`src/rtl/axi4m_arb.sv`:
```
// Single-beat AXI4 master shared by instruction fetch (read-only) and the load/store unit.
// Round-robin grant in IDLE, then exactly one AR/R or AW/W/B exchange per grant.
module axi4m_arb #(
    parameter int AXI_ADDR_W = 32,
    parameter int AXI_DATA_W = 32
) (
    input  logic                      clk,
    input  logic                      rst_n,

    input  logic                      ifu_req,
    input  logic [AXI_ADDR_W-1:0]     ifu_addr,
    output logic                      ifu_done,
    output logic                      ifu_err,
    output logic [AXI_DATA_W-1:0]     ifu_rdata,

    input  logic                      lsu_req,
    input  logic                      lsu_we,
    input  logic [AXI_ADDR_W-1:0]     lsu_addr,
    input  logic [AXI_DATA_W-1:0]     lsu_wdata,
    input  logic [AXI_DATA_W/8-1:0]   lsu_wstrb,
    output logic                      lsu_done,
    output logic                      lsu_err,
    output logic [AXI_DATA_W-1:0]     lsu_rdata,

    output logic [AXI_ADDR_W-1:0]     m_axi_awaddr,
    output logic [7:0]                m_axi_awlen,
    output logic [2:0]                m_axi_awsize,
    output logic [1:0]                m_axi_awburst,
    output logic                      m_axi_awlock,
    output logic [3:0]                m_axi_awcache,
    output logic [2:0]                m_axi_awprot,
    output logic [3:0]                m_axi_awqos,
    output logic                      m_axi_awvalid,
    input  logic                      m_axi_awready,

    output logic [AXI_DATA_W-1:0]     m_axi_wdata,
    output logic [AXI_DATA_W/8-1:0]   m_axi_wstrb,
    output logic                      m_axi_wlast,
    output logic                      m_axi_wvalid,
    input  logic                      m_axi_wready,

    input  logic [1:0]                m_axi_bresp,
    input  logic                      m_axi_bvalid,
    output logic                      m_axi_bready,

    output logic [AXI_ADDR_W-1:0]     m_axi_araddr,
    output logic [7:0]                m_axi_arlen,
    output logic [2:0]                m_axi_arsize,
    output logic [1:0]                m_axi_arburst,
    output logic                      m_axi_arlock,
    output logic [3:0]                m_axi_arcache,
    output logic [2:0]                m_axi_arprot,
    output logic [3:0]                m_axi_arqos,
    output logic                      m_axi_arvalid,
    input  logic                      m_axi_arready,

    input  logic [AXI_DATA_W-1:0]     m_axi_rdata,
    input  logic [1:0]                m_axi_rresp,
    input  logic                      m_axi_rlast,
    input  logic                      m_axi_rvalid,
    output logic                      m_axi_rready
);

    localparam int         STRB_W   = AXI_DATA_W / 8;
    localparam logic [2:0] AXI_SIZE = 3'($clog2(STRB_W));

    typedef enum logic [2:0] {S_IDLE, S_AR, S_R, S_AWW, S_B, S_RSP} state_t;
    typedef enum logic {REQ_IFU, REQ_LSU} req_t;

    state_t              state, state_nxt;
    req_t                grant, rr_last, grant_nxt;
    logic                any_req, lsu_wr;
    logic                aw_done, w_done, err_q;
    logic [AXI_ADDR_W-1:0] addr_q;
    logic [AXI_DATA_W-1:0] wdata_q, ifu_rdata_q, lsu_rdata_q;
    logic [STRB_W-1:0]     wstrb_q;

    // Single-beat transfers: last flag and the low response bit carry no extra information.
    logic unused_in;
    assign unused_in = ^{m_axi_rlast, m_axi_rresp[0], m_axi_bresp[0]};

    // Contention goes to whichever requester was not served last.
    always_comb begin
        any_req = ifu_req || lsu_req;
        if (ifu_req && lsu_req) begin
            grant_nxt = (rr_last == REQ_IFU) ? REQ_LSU : REQ_IFU;
        end else if (lsu_req) begin
            grant_nxt = REQ_LSU;
        end else begin
            grant_nxt = REQ_IFU;
        end
        lsu_wr = (grant_nxt == REQ_LSU) && lsu_we;
    end

    always_ff @(posedge clk) begin
        // NOTE: non-blocking assignments so every register sees pre-edge values of the others.
        if (!rst_n) begin
            state       <= S_IDLE;
            grant       <= REQ_IFU;
            rr_last     <= REQ_IFU;
            addr_q      <= '0;
            wdata_q     <= '0;
            wstrb_q     <= '0;
            aw_done     <= 1'b0;
            w_done      <= 1'b0;
            err_q       <= 1'b0;
            ifu_rdata_q <= '0;
            lsu_rdata_q <= '0;
        end else begin
            state <= state_nxt;
            case (state)
                S_IDLE: begin
                    if (any_req) begin
                        grant   <= grant_nxt;
                        rr_last <= grant_nxt;
                        addr_q  <= (grant_nxt == REQ_LSU) ? lsu_addr : ifu_addr;
                        wdata_q <= lsu_wr ? lsu_wdata : '0;
                        wstrb_q <= lsu_wr ? lsu_wstrb : '0;
                        aw_done <= 1'b0;
                        w_done  <= 1'b0;
                    end
                end
                S_AWW: begin
                    if (m_axi_awready) aw_done <= 1'b1;
                    if (m_axi_wready)  w_done  <= 1'b1;
                end
                S_R: begin
                    if (m_axi_rvalid) begin
                        err_q <= m_axi_rresp[1];
                        if (grant == REQ_IFU) ifu_rdata_q <= m_axi_rdata;
                        else                  lsu_rdata_q <= m_axi_rdata;
                    end
                end
                S_B: begin
                    if (m_axi_bvalid) err_q <= m_axi_bresp[1];
                end
                default: ;
            endcase
        end
    end

    always_comb begin
        // NOTE: default first so no path through the case leaves state_nxt unassigned (no latch).
        state_nxt = state;
        case (state)
            S_IDLE: if (any_req) state_nxt = lsu_wr ? S_AWW : S_AR;
            S_AR:   if (m_axi_arready) state_nxt = S_R;
            S_R:    if (m_axi_rvalid)  state_nxt = S_RSP;
            // Either channel may already be done or be finishing this very cycle.
            S_AWW:  if ((aw_done || m_axi_awready) && (w_done || m_axi_wready)) state_nxt = S_B;
            S_B:    if (m_axi_bvalid)  state_nxt = S_RSP;
            S_RSP:  state_nxt = S_IDLE;
            default: state_nxt = S_IDLE;
        endcase
    end

    always_comb begin
        m_axi_arvalid = (state == S_AR);
        m_axi_rready  = (state == S_R);
        m_axi_awvalid = (state == S_AWW) && !aw_done;
        m_axi_wvalid  = (state == S_AWW) && !w_done;
        m_axi_wlast   = m_axi_wvalid;
        m_axi_bready  = (state == S_B);
        ifu_done      = (state == S_RSP) && (grant == REQ_IFU);
        lsu_done      = (state == S_RSP) && (grant == REQ_LSU);
        ifu_err       = ifu_done && err_q;
        lsu_err       = lsu_done && err_q;
    end

    assign ifu_rdata     = ifu_rdata_q;
    assign lsu_rdata     = lsu_rdata_q;
    assign m_axi_araddr  = addr_q;
    assign m_axi_awaddr  = addr_q;
    assign m_axi_wdata   = wdata_q;
    assign m_axi_wstrb   = wstrb_q;

    assign m_axi_arlen   = 8'd0;
    assign m_axi_arsize  = AXI_SIZE;
    assign m_axi_arburst = 2'b01;
    assign m_axi_arlock  = 1'b0;
    assign m_axi_arcache = 4'b0011;
    assign m_axi_arprot  = 3'b000;
    assign m_axi_arqos   = 4'd0;
    assign m_axi_awlen   = 8'd0;
    assign m_axi_awsize  = AXI_SIZE;
    assign m_axi_awburst = 2'b01;
    assign m_axi_awlock  = 1'b0;
    assign m_axi_awcache = 4'b0011;
    assign m_axi_awprot  = 3'b000;
    assign m_axi_awqos   = 4'd0;

endmodule

```
`config.mk`:
```
export PLATFORM = sky130hd
export DESIGN_NAME = axi4m_arb
export DESIGN_NICKNAME = d
export VERILOG_FILES = /design/src/rtl/axi4m_arb.sv
export SDC_FILE = /design/constraint.sdc
export NUM_CORES = 1
export LEC_CHECK = 0
export BUFFER_PORTS_ARGS = -buffer_cell sky130_fd_sc_hd__buf_4
export CORE_AREA = 2 2 144 146
export CTS_CLUSTER_DIAMETER = 100
export DETAILED_ROUTE_END_ITERATION = 10
export DIE_AREA = 0 0 146 148
export GPL_TIMING_DRIVEN = 0
export SLEW_MARGIN = 15
export SYNTH_ARGS = -nofsm -noshare
export SYNTH_HDL_FRONTEND = slang
export SYNTH_SLANG_ARGS = --single-unit
```
`constraint.sdc`:
```
create_clock -name clk -period 1.75 [get_ports clk]
set_input_delay 0.0875 -clock clk [delete_from_list [all_inputs] [get_ports clk]]
set_output_delay 0.0875 -clock clk [all_outputs]
set_load 0.05 [all_outputs]
```
Word level (Yosys, flattened, before mapping)
Index checks and enable logic that the tools add are counted.
{"block": "word_totals", "out_inout_bits": 224, "in_bits": 147, "register_bits": 139, "elab_cells": 68}
{"block": "classes", "mux": 21, "bitwise_logic": 1, "n_reduce_logical": 24, "n_eq_ne": 12}
{"cell": "32-bit 2-to-1 mux", "n": 2}
{"cell": "3-bit 2-to-1 mux", "n": 5}
{"cell": "3-bit case mux with 5 select lines", "n": 1}
{"cell": "3-bit AND reduction", "n": 5}
{"cell": "2-bit != test (second input constant)", "n": 6}
{"cell": "1-bit logical AND", "n": 9}
{"cell": "1-bit 2-to-1 mux", "n": 8}
{"cell": "3-bit by 2-bit == test with 1-bit output (second input constant)", "n": 2}
{"cell": "3-bit == test (second input constant)", "n": 2}
{"cell": "1-bit case mux with 2 select lines", "n": 3}
{"cell": "5-bit AND reduction", "n": 1}
{"cell": "4-bit 2-to-1 mux", "n": 1}
{"cell": "2-bit nonzero test", "n": 2}
{"cell": "3-bit by 1-bit == test with 1-bit output (second input constant)", "n": 1}
{"cell": "3-bit zero test", "n": 1}
{"cell": "1-bit logical OR", "n": 3}
{"cell": "1-bit zero test", "n": 2}
{"cell": "2-bit 2-to-1 mux", "n": 1}
{"cell": "2-bit by 1-bit != test with 1-bit output (second input constant)", "n": 1}
{"cell": "2-bit AND reduction", "n": 1}
{"cell": "1-bit NOT", "n": 1}

Longest topological paths before layout
{"block": "logic_depth", "word_depth": 6, "mapped_depth": 8, "ltp_nobuf": 5}

Worst setup path before layout
No wires, ideal clock.
{"block": "synth_timing", "path_kind": "reg2reg", "startpoint": "register state[0]", "endpoint": "register state[1]", "setup_ps": 73, "stages_incl_launch_ff": 5, "t_arrival_ps": 2140, "t_required_ps": 1677, "path_slack_ps": -463, "path_buffers": 1, "period_less_slack_ps": 2213, "cell_sequence": "dfxtp_1 > clkbuf_1 > nor3b_1 > o21ai_1 > mux2i_1"}
{"block": "synth_via", "elab_chain_cells": 3, "elab_cells_between_ends": 12, "cone_classes": "9 x eq/ne; 1 x mux; 2 x reduce/logical"}
{"item": "start: declaration", "line_no": "70", "rtl": "state_t state, state_nxt;"}
{"item": "start signal: assignment", "line_no": "110", "rtl": "state <= state_nxt;"}
{"item": "3-bit by 1-bit == test with 1-bit output (*)"}
{"item": "named net m_axi_arvalid", "line_no": "54", "rtl": "output logic m_axi_arvalid,"}
{"item": "2-bit by 1-bit != test with 1-bit output (no source line)"}
{"item": "5-bit AND reduction (no source line)"}
Mark *: on every way through the listed nets, which the timed path passes. The rest lies on a longest branch.
A chain may end at the register's enable or synchronous reset.

Final worst setup path
{"block": "layout_timing", "startpoint": "register state[1]", "endpoint": "output port ifu_err"}
{"block": "layout_via", "elab_chain_cells": 3}
{"item": "3-bit == test", "line_no": "164", "rtl": "ifu_done = (state == S_RSP) && (grant == REQ_IFU);"}
{"item": "1-bit logical AND", "line_no": "164"}
{"item": "1-bit logical AND", "line_no": "166", "rtl": "ifu_err = ifu_done && err_q;"}
{"item": "end: declaration", "line_no": "13", "rtl": "output logic ifu_err,"}
Every way passes these cells.

==> flow_summary.toml <==
[finish]
seqCellArea_mm2 = 0.00279
multiInputGateArea_mm2 = 0.00279
syn2layout_area_growth_pct = 70.0
drive_above_1_share_pct = 41.4
final_area_mm2 = 0.0107
fillers = 1931
diodes = 0
fin_nets = 1303
final_core_util_pct = 53.2

[floorplan]
chipWidth_um = 146
start_util_pct = 31.3
ios = 371
core-area_mm2 = 0.0200
fp.dieH_um = 148
dieArea_mm2 = 0.0216
num_rows = 52

[setup_path]
required_ns = 1.66
path_max_fanout = 5
worstPathArrival_ns = 1.61
timing.rr.end = "m_axi_wdata[26]"
path_class = "reg2out"
start_kind = "flop"
reg2reg_depth = 8
end_kind = "output pin"
regToRegSetupSlack_ns = 0.11
r2r_start = "rr_last"

[clock_tree]
cts_buffers = 17
clock_sinks = 139
clk_path_buf_depth = 2
clk_latency_ns = 0.41
htreeDepth = 4
cts_tree = "yes"
clk_pin_slew_ns = 0.06
cts-root-buf = "clkbuf_16"

[logic_synthesis]
postSynthCellCount = 692
yosys_most_used_dff = "dfxtp_1"
synth_seq_cells = 139
netlist_area_mm2 = 0.00627
synth_edf_count = 0
yosys.cell_types.count = 33
synth_top_area_share_pct = 44.4
synth.largest_area_cell = "dfxtp_1"
ys_seq_area_share_pct = 44.4
yosys_warnings = 0
async_reset_ff_share_pct = 0
synth_commonest_cells = "167 x nand2_1, 139 x dfxtp_1, 91 x buf_4, 61 x a21boi_1, 40 x nor2b_1"
synth_area_leaders = "dfxtp_1 44%, buf_4 11%, nand2_1 10%"
yosysMostFrequentCell = "nand2_1"
avgSynthCellArea_um2 = 9.05

[power]
power_density_mw_per_mm2 = 1490
p_leak_nw = 5.23
finalPower_mw = 15.9
peakVddDrop_uv = 1200

[detailed_routing]
drc_errors = 0
ant_nets = 0
postRouteWirelength_um = 21300
vias = 6152
first_pass_iters = 4
wl_per_cell_um = 14.8
vias_per_cell = 4.28
drtIter0Drc = 190

[timing]
slew_violations = 0
period_needed_ns = 1.70
min_period_over_period_pct = 97.1
max_freq_mhz = 588
rsz0062_at_grt = "yes"
finClkSkew_ns = 0.0105
hold_violations = 0
setup_viol = 0
worst_pin_slew_ns = 0.671
slew-limit-headroom_pct = 55.2
finalSetupTns_ns = 0

[worst_hold_path]
hold_path_class = "in2reg"
holdPathStages = 4
worstHoldEndpoint = "m_axi_araddr[30]"
hp-start = "ifu_addr[30]"

[global_route]
grt_pass1_wl_um = 32500
track_usage_pct = 19.0
grt_max_degree = 17
grt-ovfl-total = 0
antenna_found_initial = 0
grt_pass1_vias = 6051

[job]
maxCapViolCount = 0

[placement]
gp_congestion = 0.754
port_buffers = 316
dp_hpwl_um = 16100
placed_area_mm2 = 0.00917

[run_status]
status = "finished clean"
[per-layer routing]
metal | global-route usage, % | vias to the layer above | wire length, µm
met5 | 0 | - | 0
met3 | 4.38 | 20 | 1360
met2 | 33.5 | 225 | 10700
li1 | - | 3119 | -
met4 | 6.36 | 0 | 335
met1 | 23.0 | 2788 | 8940
[worst max-delay path by stage]
stage / from / to / cells past startpoint
floorplan: state[0] / state[1] / 4
finish: state[1] / ifu_err / 5
detailed placement: state[0] / m_axi_wdata[10] / 6
global route: rr_last / m_axi_wdata[26] / 8
global placement: state[0] / m_axi_wdata[10] / 6
CTS: state[0] / lsu_rdata[24] / 6
[critical path, stage by stage, from the launching register on]
cell and delay [ns]:
dfxtp_4 0.36, buf_8 0.12, and3b_2 0.27, nor2b_4 0.16, and2_4 0.15, buf_8 0.14
[state kept, by name, summed over array words and instances (netlist names)]
register and cells:
m_axi_wdata 32, rr_last 1, state 3, m_axi_araddr 32
lsu_rdata 32, m_axi_wstrb 4, err_q 1, w_done 1
ifu_rdata 32, aw_done 1
[area by class of cell]
class	instances	share of cell area [%]
buffer	134	8.95
timing repair buffer	397	29.9
multi-input combinational	465	26.2
sequential	139	26.2
inverter	2	0.0705
tap	270	3.17
clock inverter	11	1.37
clock buffer	19	4.16
[cells in the final DEF (no fill, tap or decap), drive strengths merged, types with 3 or more instances in the layout]
cell type	Yosys	layout
a21boi	65	65
a22oi	38	38
and2	3	3
and3	4	4
buf	108	433
bufinv	0	3
clkbuf	26	41
clkinv	0	5
conb	2	50
dfxtp	139	139
dlygate4sd3	0	76
inv	2	3
mux2i	33	33
nand2	167	167
nand3	4	4
nand3b	3	3
nor2	5	5
nor2b	40	40
o211a	33	33
o21ai	5	5
[logic make-up (layout without fill, tap and decap cells)]
family / count (synthesis) / in the layout / share of synthesized area [%]
muxes: 33 / 33 / 5.27
other: 2 / 50 / 0.120
buffers and inverters: 136 / 563 / 14.5
AOI/OAI and AO/OA: 146 / 146 / 18.5
DFF: 139 / 139 / 44.4
and+or+nand+nor: 236 / 236 / 17.1
[report_power, final]
group | internal (mW) | leakage, nW | switching (mW)
registers | 3.74 | 1.13 | 0.485
clock network | 2.26 | 0.285 | 1.40
logic | 2.83 | 3.81 | 5.14
total | 8.84 | 5.23 | 7.02
[per-stage QoR]
step	setup WS [ns]	hold slack, ns	instances
3_5_place_dp	-0.112	0.353	1326
4_1_cts	0.00821	0.000489	1435
5_1_grt	-0.0211	0.0186	1437
3_3_place_gp	-0.0835	0.347	1326
2_1_floorplan	0.0845	0.222	740
6_report	0.0506	0.0173	1437
[what timing repair did]
item	in CTS	in global routing
hold buffers	76	0
setup endpoints to repair	60	103
resized for setup	19	31
setup buffers	3	2
hold endpoints to repair	106	0
Note: power is estimated with default switching activity, not from simulation.
